[config.mk]
export PLATFORM = sky130hd
export DESIGN_NAME = ifetch_unit
export DESIGN_NICKNAME = d
export VERILOG_FILES = /design/src/rtl/ifetch_unit.sv
export SDC_FILE = /design/constraint.sdc
export NUM_CORES = 1
export LEC_CHECK = 0
export ABC_AREA = 1
export CORE_MARGIN = 3
export CORE_UTILIZATION = 44
export DETAILED_ROUTE_END_ITERATION = 7
export PLACE_DENSITY = 0.85
export SLEW_MARGIN = 10
export SYNTH_ARGS = -nofsm -noshare
export SYNTH_HDL_FRONTEND = slang
export SYNTH_SLANG_ARGS = --single-unit
[constraint.sdc]
create_clock -name CLK -period 1.9 [get_ports CLK]
set_clock_uncertainty 0.1 [all_clocks]
set_input_delay 0.38 -clock CLK [delete_from_list [all_inputs] [get_ports CLK]]
set_output_delay 0.38 -clock CLK [all_outputs]
set_load 0.02 [all_outputs]
[src/rtl/ifetch_unit.sv]
// Single-outstanding instruction fetch: BOOT/REQ/HOLD, one word per (memory latency + 2) cycles, no prefetch.
// Decode backpressure holds instr/instr_pc/instr_valid in HOLD; define IFETCH_WATCHDOG_EN for a sticky fetch timeout.
module ifetch_unit (
  input  logic        CLK,
  input  logic        resetl,
  input  logic [63:0] startpc,
  input  logic        redirect_valid,
  input  logic [63:0] redirect_pc,
  output logic        imem_req,
  output logic [63:0] imem_addr,
  input  logic        imem_ack,
  input  logic [31:0] imem_rdata,
  output logic        instr_valid,
  input  logic        instr_ready,
  output logic [31:0] instr,
  output logic [63:0] instr_pc,
  output logic [63:0] currentpc,
  output logic        fetch_timeout
);

  typedef enum logic [1:0] {BOOT, REQ, HOLD} state_t;

  state_t      state, state_nxt;
  logic [63:0] pc, pc_nxt;
  logic [63:0] addr_nxt;
  logic [63:0] redir_tgt;
  logic [63:0] boot_pc;
  logic        discard, discard_nxt;
  logic        ivld_nxt;
  logic        capture;
  logic        ack;

  assign redir_tgt = redirect_pc & ~64'd3;
  assign boot_pc   = startpc & ~64'd3;
  assign ack       = imem_ack & (state == REQ);

  always_comb begin
    state_nxt   = state;
    pc_nxt      = pc;
    addr_nxt    = imem_addr;
    discard_nxt = discard;
    ivld_nxt    = instr_valid;
    capture     = 1'b0;
    case (state)
      BOOT: begin
        state_nxt = REQ;
        pc_nxt    = boot_pc;
        addr_nxt  = boot_pc;
      end
      REQ: begin
        // imem_addr only moves once the outstanding request has been acked
        if (ack) begin
          discard_nxt = 1'b0;
          if (discard || redirect_valid) begin
            if (redirect_valid) pc_nxt = redir_tgt;
            addr_nxt = pc_nxt;
          end else begin
            capture   = 1'b1;
            ivld_nxt  = 1'b1;
            pc_nxt    = pc + 64'd4;
            state_nxt = HOLD;
          end
        end else if (redirect_valid) begin
          discard_nxt = 1'b1;
          pc_nxt      = redir_tgt;
        end
      end
      HOLD: begin
        if (redirect_valid || instr_ready) begin
          ivld_nxt  = 1'b0;
          state_nxt = REQ;
          if (redirect_valid) pc_nxt = redir_tgt;
          addr_nxt = pc_nxt;
        end
      end
      default: state_nxt = BOOT;
    endcase
  end

  always_ff @(posedge CLK or negedge resetl) begin
    if (!resetl) begin
      state       <= BOOT;
      pc          <= '0;
      imem_addr   <= '0;
      discard     <= 1'b0;
      instr_valid <= 1'b0;
      instr       <= '0;
      instr_pc    <= '0;
    end else begin
      state       <= state_nxt;
      pc          <= pc_nxt;
      imem_addr   <= addr_nxt;
      discard     <= discard_nxt;
      instr_valid <= ivld_nxt;
      if (capture) begin
        instr    <= imem_rdata;
        instr_pc <= pc;
      end
    end
  end

  assign imem_req  = (state == REQ);
  assign currentpc = pc;

`ifdef IFETCH_WATCHDOG_EN
  logic [7:0] wd_cnt;
  logic       wd_flag;

  // Saturating count of consecutive un-acked REQ cycles; the flag stays set until reset.
  always_ff @(posedge CLK or negedge resetl) begin
    if (!resetl) begin
      wd_cnt  <= '0;
      wd_flag <= 1'b0;
    end else if (state == REQ) begin
      if (imem_ack) begin
        wd_cnt <= '0;
      end else if (wd_cnt != 8'hFF) begin
        wd_cnt <= wd_cnt + 8'd1;
        if (wd_cnt == 8'hFE) wd_flag <= 1'b1;
      end
    end
  end

  assign fetch_timeout = wd_flag;
`else
  assign fetch_timeout = 1'b0;
`endif

endmodule

# == Word level (Yosys, flattened, before mapping) ==
# Cells that the tools add are included.
# Widths: inputs -> output; s select.
# op_classes
n_addsub,1
n_eq_ne,6
muxes,21
bitwise_logic,1
n_reduce_logical,11
# op_table
operator,n
$mux 64,6
$pmux 64 s3,2
$add 64x3->64 const B,1
$mux 1,8
$reduce_and 4->1,2
$mux 2,3
$pmux 2 s3,1
$ne 2x1->1 const B,2
$ne 2x2->1 const B,2
$reduce_and 2->1,2
$reduce_bool 2->1,2
$reduce_and 3->1,1
$reduce_bool 3->1,1
$eq 2x1->1 const B,1
$eq 2x2->1 const B,1
$logic_not 2->1,1
$logic_or 1x1->1,2
$pmux 1 s2,1
$and 1x1->1,1
# word_totals
register_bits,228
in_bits,165
word_cells,47

# == Depth between registers and ports, before layout ==
# Gate-level depths: netlist of the first run.
# depth
word_depth,4
depth_mapped,13
mapped_depth_nobuf,12

# == Worst setup path before layout of the first run ==
# No wires, ideal clock.
# synth_timing
kind,flip-flop to flip-flop
startpoint,"register pc[2], in the netlist currentpc[2]"
endpoint,"register pc[60], in the netlist currentpc[60]"
t_arrival_ns,1.779
required_time_ns,1.679
path_slack_ns,-0.100
path_stages_with_launch,13
path_buffers,1
synth_period_minus_slack_ns,2.000
cell_sequence,dfrtp_1 -> ha_1 -> buf_2 -> nand3_1 -> nor2_2 -> and2_1 -> nand2_1 -> nor2_1 -> nand2_1 -> nand2_1 -> nand2_1 -> nand2_1 -> a21oi_1
# synth_via
elab_chain_cells,4
# synth_rtl
element,line_no,source
from (decl),24,"logic [63:0] pc, pc_nxt;"
from (signal assigned),91,pc <= pc_nxt;
$add 64x3->64,60,pc_nxt = pc + 64'd4;
$mux 64,54,if (discard || redirect_valid) begin
$mux 64,52,if (ack) begin
$pmux 64 s3,44,case (state)
# No other way between the ends.
# A chain may end at the register's enable or synchronous reset.

# == Worst setup path in the final report of the first run ==
# layout_timing
startpoint,register state[0]
endpoint,"register pc[14], in the netlist currentpc[14]"
# layout_via
elab_chain_cells,4
word_cells_on_any_way,9
cone_classes,eq/ne (3); mux (2); bitwise (1); reduce/logical (3)
# layout_rtl
element,line_no,source
from (decl),23,"state_t state, state_nxt;"
from (signal assigned),90,state <= state_nxt;
$eq 2x1->1,"35, 44",
$and 1x1->1,35,assign ack = imem_ack & (state == REQ);
$mux 64,52,
$pmux 64 s3,44,
# Several ways; a longest one is shown, not always the timed one.

==> impl_results.md, run 1 <==
* Top cells by count, synth: nand2_1 (621), nor2_1 (308), dfrtp_1 (228), o21ai_0 (146), inv_1 (105)
* CP max FO at 14
* Tot Pwr at 40.1 mW
* Number of I/O port buffers at 386
* CP Capture Type: register
* Initial Util at 44.9%
* Cell area after layout at 22300 µm²
* Netlist cell types at 40
* Met3 GRT Util at 6.78%
* Leakage at 10.5 nW
* Final Wtd Congestion at 0.994
* Clk root buf: clkbuf_16
* Clock latency on the worst-skew pair at 570 ps
* Startpoint Class: register
* Final Hold Viols at 0
* Outcome: finished, violations left
* Critical R2R Capture: currentpc[14]$_DFFE_PN0P_
* Area Growth Syn to Fin at 67.3%
* CP Data Required Time at 2250 ps
* Power Density at 1800 nW/µm²
* Sequential area share after synthesis at 42.8%
* Die Y at 180 µm
* Crit. Startpoint: state[0]$_DFFE_PN0P_
* Syn Nets at 2093
* # rows at 63
* Routed WL per cell at 22.6 µm
* Ports at 392
* CP Class: reg2reg
* Fin Setup TNS at -5130 ps
* Final ANT Viol Nets at 0
* Max Clk Rate at 483 MHz
* Vias at 17154
* HPWL Detailed at 44000 µm
* Vias in the first global route at 16645
* Core box area at 29700 µm²
* Max-cap viol count at 0
* Grt met1 use at 46.9%
* Cells on worst reg2reg path at 9
* Final worst-path cycle share at 109%
* EDFF count, synth at 0
* Clk buf depth at 3
* Top-count cell post-synth: nand2_1
* Top Usage Layer GRT: met2
* Total Wirelength at 67400 µm
* Top_reg_cell synth: dfrtp_1
* Via/cell ratio at 5.76
* # nets final at 2738
* Pre-CTS setup slack at -188 ps
* Post-Syn Area at 13300 µm²
* Final worst path period need at 2070 ps
* Total GRT Usage at 36.8%
* Critical Path AT at 2420 ps
* First-pass GRT wire length at 95100 µm
* FF+latch count, synth at 228
* Failing checks: setup timing
* Fin worst setup slack at -171 ps
* Drt first pass iters at 6
* Horiz. Die Dim at 180 µm
* Synth top area share at 42.8%
* # DRC at 0
* Initial antenna violation count at 2
* RSZ-0062 raised after global routing: true
* Die area at 32400 µm²
* Setup violators final at 96
* Clk sinks at 228
* Inserted Clock Buffers at 26
* Max rail drop VDD at 1250 µV
* R2r setup slk at -170 ps
* Top cells by area, synth: dfrtp_1 (43%), nand2_1 (17%), nor2_1 (8.7%), o21ai_0 (5.5%), a21oi_1 (3.7%)
* Grt ovf at 0
* RR Startpoint: state[0]$_DFFE_PN0P_
* GR Util met2 at 62.8%
* Pin count of the biggest net entering global routing at 53
* Synth Instances at 1923
* CTS H-tree depth at 1
* Synth area leader: dfrtp_1
* Crit path to: currentpc[14]$_DFFE_PN0P_
* Cell Area, Placed at 19400 µm²
* Reg clk slew, reported paths at 70 ps
* Syn avg cell area at 6.93 µm²
* Iter 0 DRT Violations at 1705
* Hold crit path type: in2async
* Synth warn at 0
* Share of cells above drive strength 1 at 28.0%
* Asr flop ratio synth at 100%
* CTS tree: yes
* Pins Over Slew Limit at 0
==> layout by cell type (no fill, tap or decap), types with 13 or more instances in the layout <==
cell	n
nand2_1	558
buf_4	253
nor2_1	220
dfrtp_1	219
dlygate4sd2_1	166
clkdlybuf4s50_1	158
o21ai_0	122
inv_1	95
a21oi_1	67
nor2_2	60
nand3_1	57
nand2_2	51
nor2_4	45
o21ai_1	39
a31oi_1	34
a21oi_2	32
clkbuf_16	32
buf_6	31
buf_12	28
nand4_1	23
clkbuf_2	18
nand3_2	17
nand2_4	16
or2_2	16
clkdlybuf4s15_2	16
xor2_1	15
buf_2	13
==> worst min path at each step <==
stage and endpoint:
3_3_place_gp instr_pc[21]$_DFFE_PN0P_, 6_report instr_pc[34]$_DFFE_PN0P_, 4_1_cts currentpc[23]$_DFFE_PN0P_, 2_1_floorplan currentpc[0]$_DFFE_PN0P_, 5_1_grt instr_pc[34]$_DFFE_PN0P_, 3_5_place_dp instr_pc[34]$_DFFE_PN0P_
==> layer usage <==
metal	vias up	part of all wire (%)	wire [µm]
li1	7527	-	-
met5	-	0	0
met2	1215	47	31600
met1	8103	37	24800
met3	309	10	7060
met4	0	5.8	3910
==> report_power, final <==
group	switching, mW	internal (mW)
combinational	15.1	10.6
clock	2.20	3.08
sequential	1.85	7.26
total	19.2	20.9
==> registers in the layout (all words and copies together) (netlist names) <==
register and flops:
currentpc 64, discard 1, imem_addr 64, instr 32, instr_pc 64, instr_valid 1, state 2
==> stage by stage <==
step | util [%] | hold WS, ps | instances
3_5_place_dp | 65.4 | 172 | 2856
6_report | 75.1 | 198 | 2979
5_1_grt | 75.1 | 217 | 2978
4_1_cts | 70.7 | 193 | 2939
3_3_place_gp | 65.4 | 176 | 2856
2_1_floorplan | - | -15.6 | 1923
==> critical path, cell delays in order, from the launching register on <==
cell	delay [ps]
dfrtp_1	390
inv_2	80
ha_4	310
buf_4	190
buf_12	190
nand2_2	100
inv_2	120
buf_4	190
nand2_1	70
a22oi_1	210
==> final cells by class <==
cell class / instances / area (µm²)
diodes: 2 / 5.00
clock buffers: 34 / 721
clock inverters: 13 / 160
fillers: 2087 / 7410
inverters: 110 / 437
multi-input cells: 1481 / 7850
flip-flops and latches: 228 / 5720
well taps: 390 / 488
repair buffers: 720 / 6910
repair inverters: 1 / 16.3
==> cell families after synthesis <==
group | synth area share, %
flops | 42.8
simple gates | 32.9
buf+inv | 6.83
mux | 0.751
other cells | 0.0281
compound gates | 15.2
xor+xnor | 1.05
fa+ha+maj | 0.469
==> timing repair <==
action                                  in CTS  in global routing
endpoints found under the hold margin      215                  0
pin swaps                                   31                 66
hold buffers                                 1                  0
cloned                                      13                  7
buffers inserted                            23                 35
endpoints found under the setup margin     365                190
gates resized for setup                    435                347
No activity file was read; power rests on OpenSTA's default activity.
==> run 2: changes to the inputs <==
--- a/config.mk
+++ b/config.mk
@@ -10,6 +10,7 @@
 export CORE_UTILIZATION = 44
 export DETAILED_ROUTE_END_ITERATION = 7
 export PLACE_DENSITY = 0.85
+export SKIP_CTS_REPAIR_TIMING = 1
 export SLEW_MARGIN = 10
 export SYNTH_ARGS = -nofsm -noshare
 export SYNTH_HDL_FRONTEND = slang
==> impl_results.md, run 2 (synthesis results as in run 1) <==
* Placed insts at 2856 (unchanged)
* Core box area at 29700 µm² (unchanged)
* Power Density at 1790 nW/µm² (-0.31%)
* Horiz. Die Dim at 180 µm (unchanged)
* Initial Util at 44.9% (unchanged)
* Clock power frac at 12.8% (-0.4 points)
* CTS H-tree depth at 1 (unchanged)
* Max rail drop VDD at 1290 µV (+3.5%)
* Final Non-Filler Cells at 2978 (-0.034%)
* Critical path cell sequence: inv_2 > ha_4 > clkinv_8 > buf_12 > nor2_4 > buf_12 > buf_12 > a22o_1 > nand3_2 > a21oi_2
* Initial antenna violation count at 2 (unchanged)
* Comb power frac at 65.6% (+1.5 points)
* Via/cell ratio at 5.90 (+2.4%)
* Pins Over Slew Limit at 0 (unchanged)
* # nets final at 2738 (unchanged)
* Setup violators final at 122 (+27%)
* Fin Setup TNS at -16250 ps (-11130 ps)
* Pin count of the biggest net entering global routing at 67 (+26%)
* CP top delay family: buffers and inverters
* Hold crit path type: in2async
* RR Startpoint: state[1]$_DFFE_PN0P_
* Failing checks: setup timing
* Die Y at 180 µm (unchanged)
* # DRC at 0 (unchanged)
* First-pass GRT wire length at 88200 µm (-7.3%)
* Drt first pass iters at 6 (unchanged)
* Final ANT Viol Nets at 0 (unchanged)
* Sequential share of power at 21.7% (-1.0 points)
* CP bufs+invs at 5 (unchanged)
* CP Capture Type: register
* Slowest stage cell, crit path: dfrtp_1
* Most common library cell in the layout ignoring fill and taps: nand2_1
* Slew headroom at 66.0%
* CP max FO at 6 (-8)
* Iter 0 DRT Violations at 1844 (+8.2%)
* Stages on worst setup path at 10 (+1)
* R2r setup slk at -280 ps (-110 ps)
* Worst slew pin tran at 504 ps
* Final Wtd Congestion at 0.994 (unchanged)
* Outcome: finished, violations left
* Vias at 17565 (+2.4%)
* Critical R2R Capture: currentpc[62]$_DFFE_PN0P_
* Max-cap viol count at 0 (unchanged)
* CTS tree: yes
* Clk root buf: clkbuf_16
* Number of I/O port buffers at 386 (unchanged)
* Startpoint Class: register
* Grt ovf at 0 (unchanged)
* Reg clk slew, reported paths at 70 ps (about the same)
* Total GRT Usage at 33.9% (-2.9 points)
* Max Clk Rate at 459 MHz (-5.0%)
* Final worst path period need at 2180 ps (+108 ps)
* Sw frac at 47.0% (-0.81 points)
* HPWL Detailed at 44000 µm (unchanged)
* Max incr delay on CP at 390 ps (about the same)
* # rows at 63 (unchanged)
* Total Wirelength at 71300 µm (+5.9%)
* Routed WL per cell at 24.0 µm (+5.9%)
* Most frequent cells in the layout: nand2_1 (578), nor2_1 (259), buf_4 (241)
* Final worst-path cycle share at 115% (+5.7 points)
* Clk sinks at 228 (unchanged)
* Share of cells above drive strength 1 at 25.4% (-2.6 points)
* CP Class: reg2reg
* Clk buf depth at 3 (unchanged)
* Cell mode on critical path: buf_12
* Inserted Clock Buffers at 26 (unchanged)
* Critical Path AT at 2570 ps (+150 ps)
* Switch Pwr at 19.6 mW (+2.2%)
* RSZ-0062 raised after global routing: true
* Fin worst setup slack at -280 ps (-108 ps)
* Clock latency on the worst-skew pair at 570 ps (about the same)
* Area Growth Syn to Fin at 74.5%
* Ports at 392 (unchanged)
* Cells on worst reg2reg path at 10 (+1)
* Final Hold Viols at 0 (unchanged)
* Vias in the first global route at 15882 (-4.6%)
* CP Data Required Time at 2290 ps (+40 ps)
* Die area at 32400 µm² (unchanged)
* Leakage at 12.8 nW (+21%)
* Internal power at 22.1 mW (+5.6%)
## run 2: cell count changes in the layout (fill, tap and decap cells not counted), sizes merged
cell,previous run,this run
diode,2,1
dlymetal6s2s,0,220
buf,345,316
dlygate4sd2,166,0
clkinvlp,2,3
clkbuf,58,59
clkdlybuf4s15,25,0
clkinv,11,10
bufbuf,1,0
## run 2: layer usage
layer	up-vias	wire length [µm]	share of wire (%)	GRT usage (%)
met5	-	0	0	0
li1	7517	-	-	-
met2	1312	33200	47	57.9
met3	353	8080	11	6.70
met4	0	4640	6.5	10.6
met1	8383	25400	36	43.6
## run 2: how the worst max path moves through the flow
stage,start,end,slack [ps]
floorplan,currentpc[2]$_DFFE_PN0P_,currentpc[60]$_DFFE_PN0P_,4
global placement,imem_ack,instr_pc[23]$_DFFE_PN0P_,-150
detailed placement,currentpc[2]$_DFFE_PN0P_,currentpc[60]$_DFFE_PN0P_,-190
CTS,state[1]$_DFFE_PN0P_,imem_req,-510
global route,state[1]$_DFFE_PN0P_,currentpc[62]$_DFFE_PN0P_,-320
finish,state[1]$_DFFE_PN0P_,currentpc[62]$_DFFE_PN0P_,-280
## run 2: final cells by class
cell class,instances,area [µm²]
diodes,1,2.50
fillers,1808,6450
multi-input cells,1481,7840
clock inverters,13,160
clock buffers,34,721
well taps,390,488
inverters,110,447
repair inverters,1,16.3
flip-flops and latches,228,5710
repair buffers,720,7870
## run 2: through the flow
stage | cell area [µm²] | util [%] | power [mW] | hold WS (ps) | setup WS, ps
CTS | 20300 | 68.4 | 35.3 | -400 | -512
global placement | 19400 | 65.4 | 29.2 | 176 | -148
finish | 23300 | 78.3 | 41.7 | 199 | -280
detailed placement | 19400 | 65.4 | 29.8 | 172 | -188
global route | 23300 | 78.3 | 43.3 | 221 | -315
floorplan | 13300 | - | 19.3 | -15.6 | 3.57
## run 2: power by group through the flow
stage	sequential, mW	clock (mW)	combinational (mW)
4_1_cts	8.88	5.30	21.1
2_1_floorplan	11.6	0	7.72
3_5_place_dp	8.92	0	20.9
5_1_grt	9.23	5.53	28.5
3_3_place_gp	8.83	0	20.4
6_report	9.04	5.32	27.3
==> run 3: changes to the inputs <==
--- a/config.mk
+++ b/config.mk
@@ -9,6 +9,7 @@
 export CORE_MARGIN = 3
 export CORE_UTILIZATION = 44
 export DETAILED_ROUTE_END_ITERATION = 7
+export HOLD_SLACK_MARGIN = 0.03
 export PLACE_DENSITY = 0.85
 export SKIP_CTS_REPAIR_TIMING = 1
 export SLEW_MARGIN = 10
==> results of run 3 <==
Final layout, timing and power as in run 2 (identical DEF).
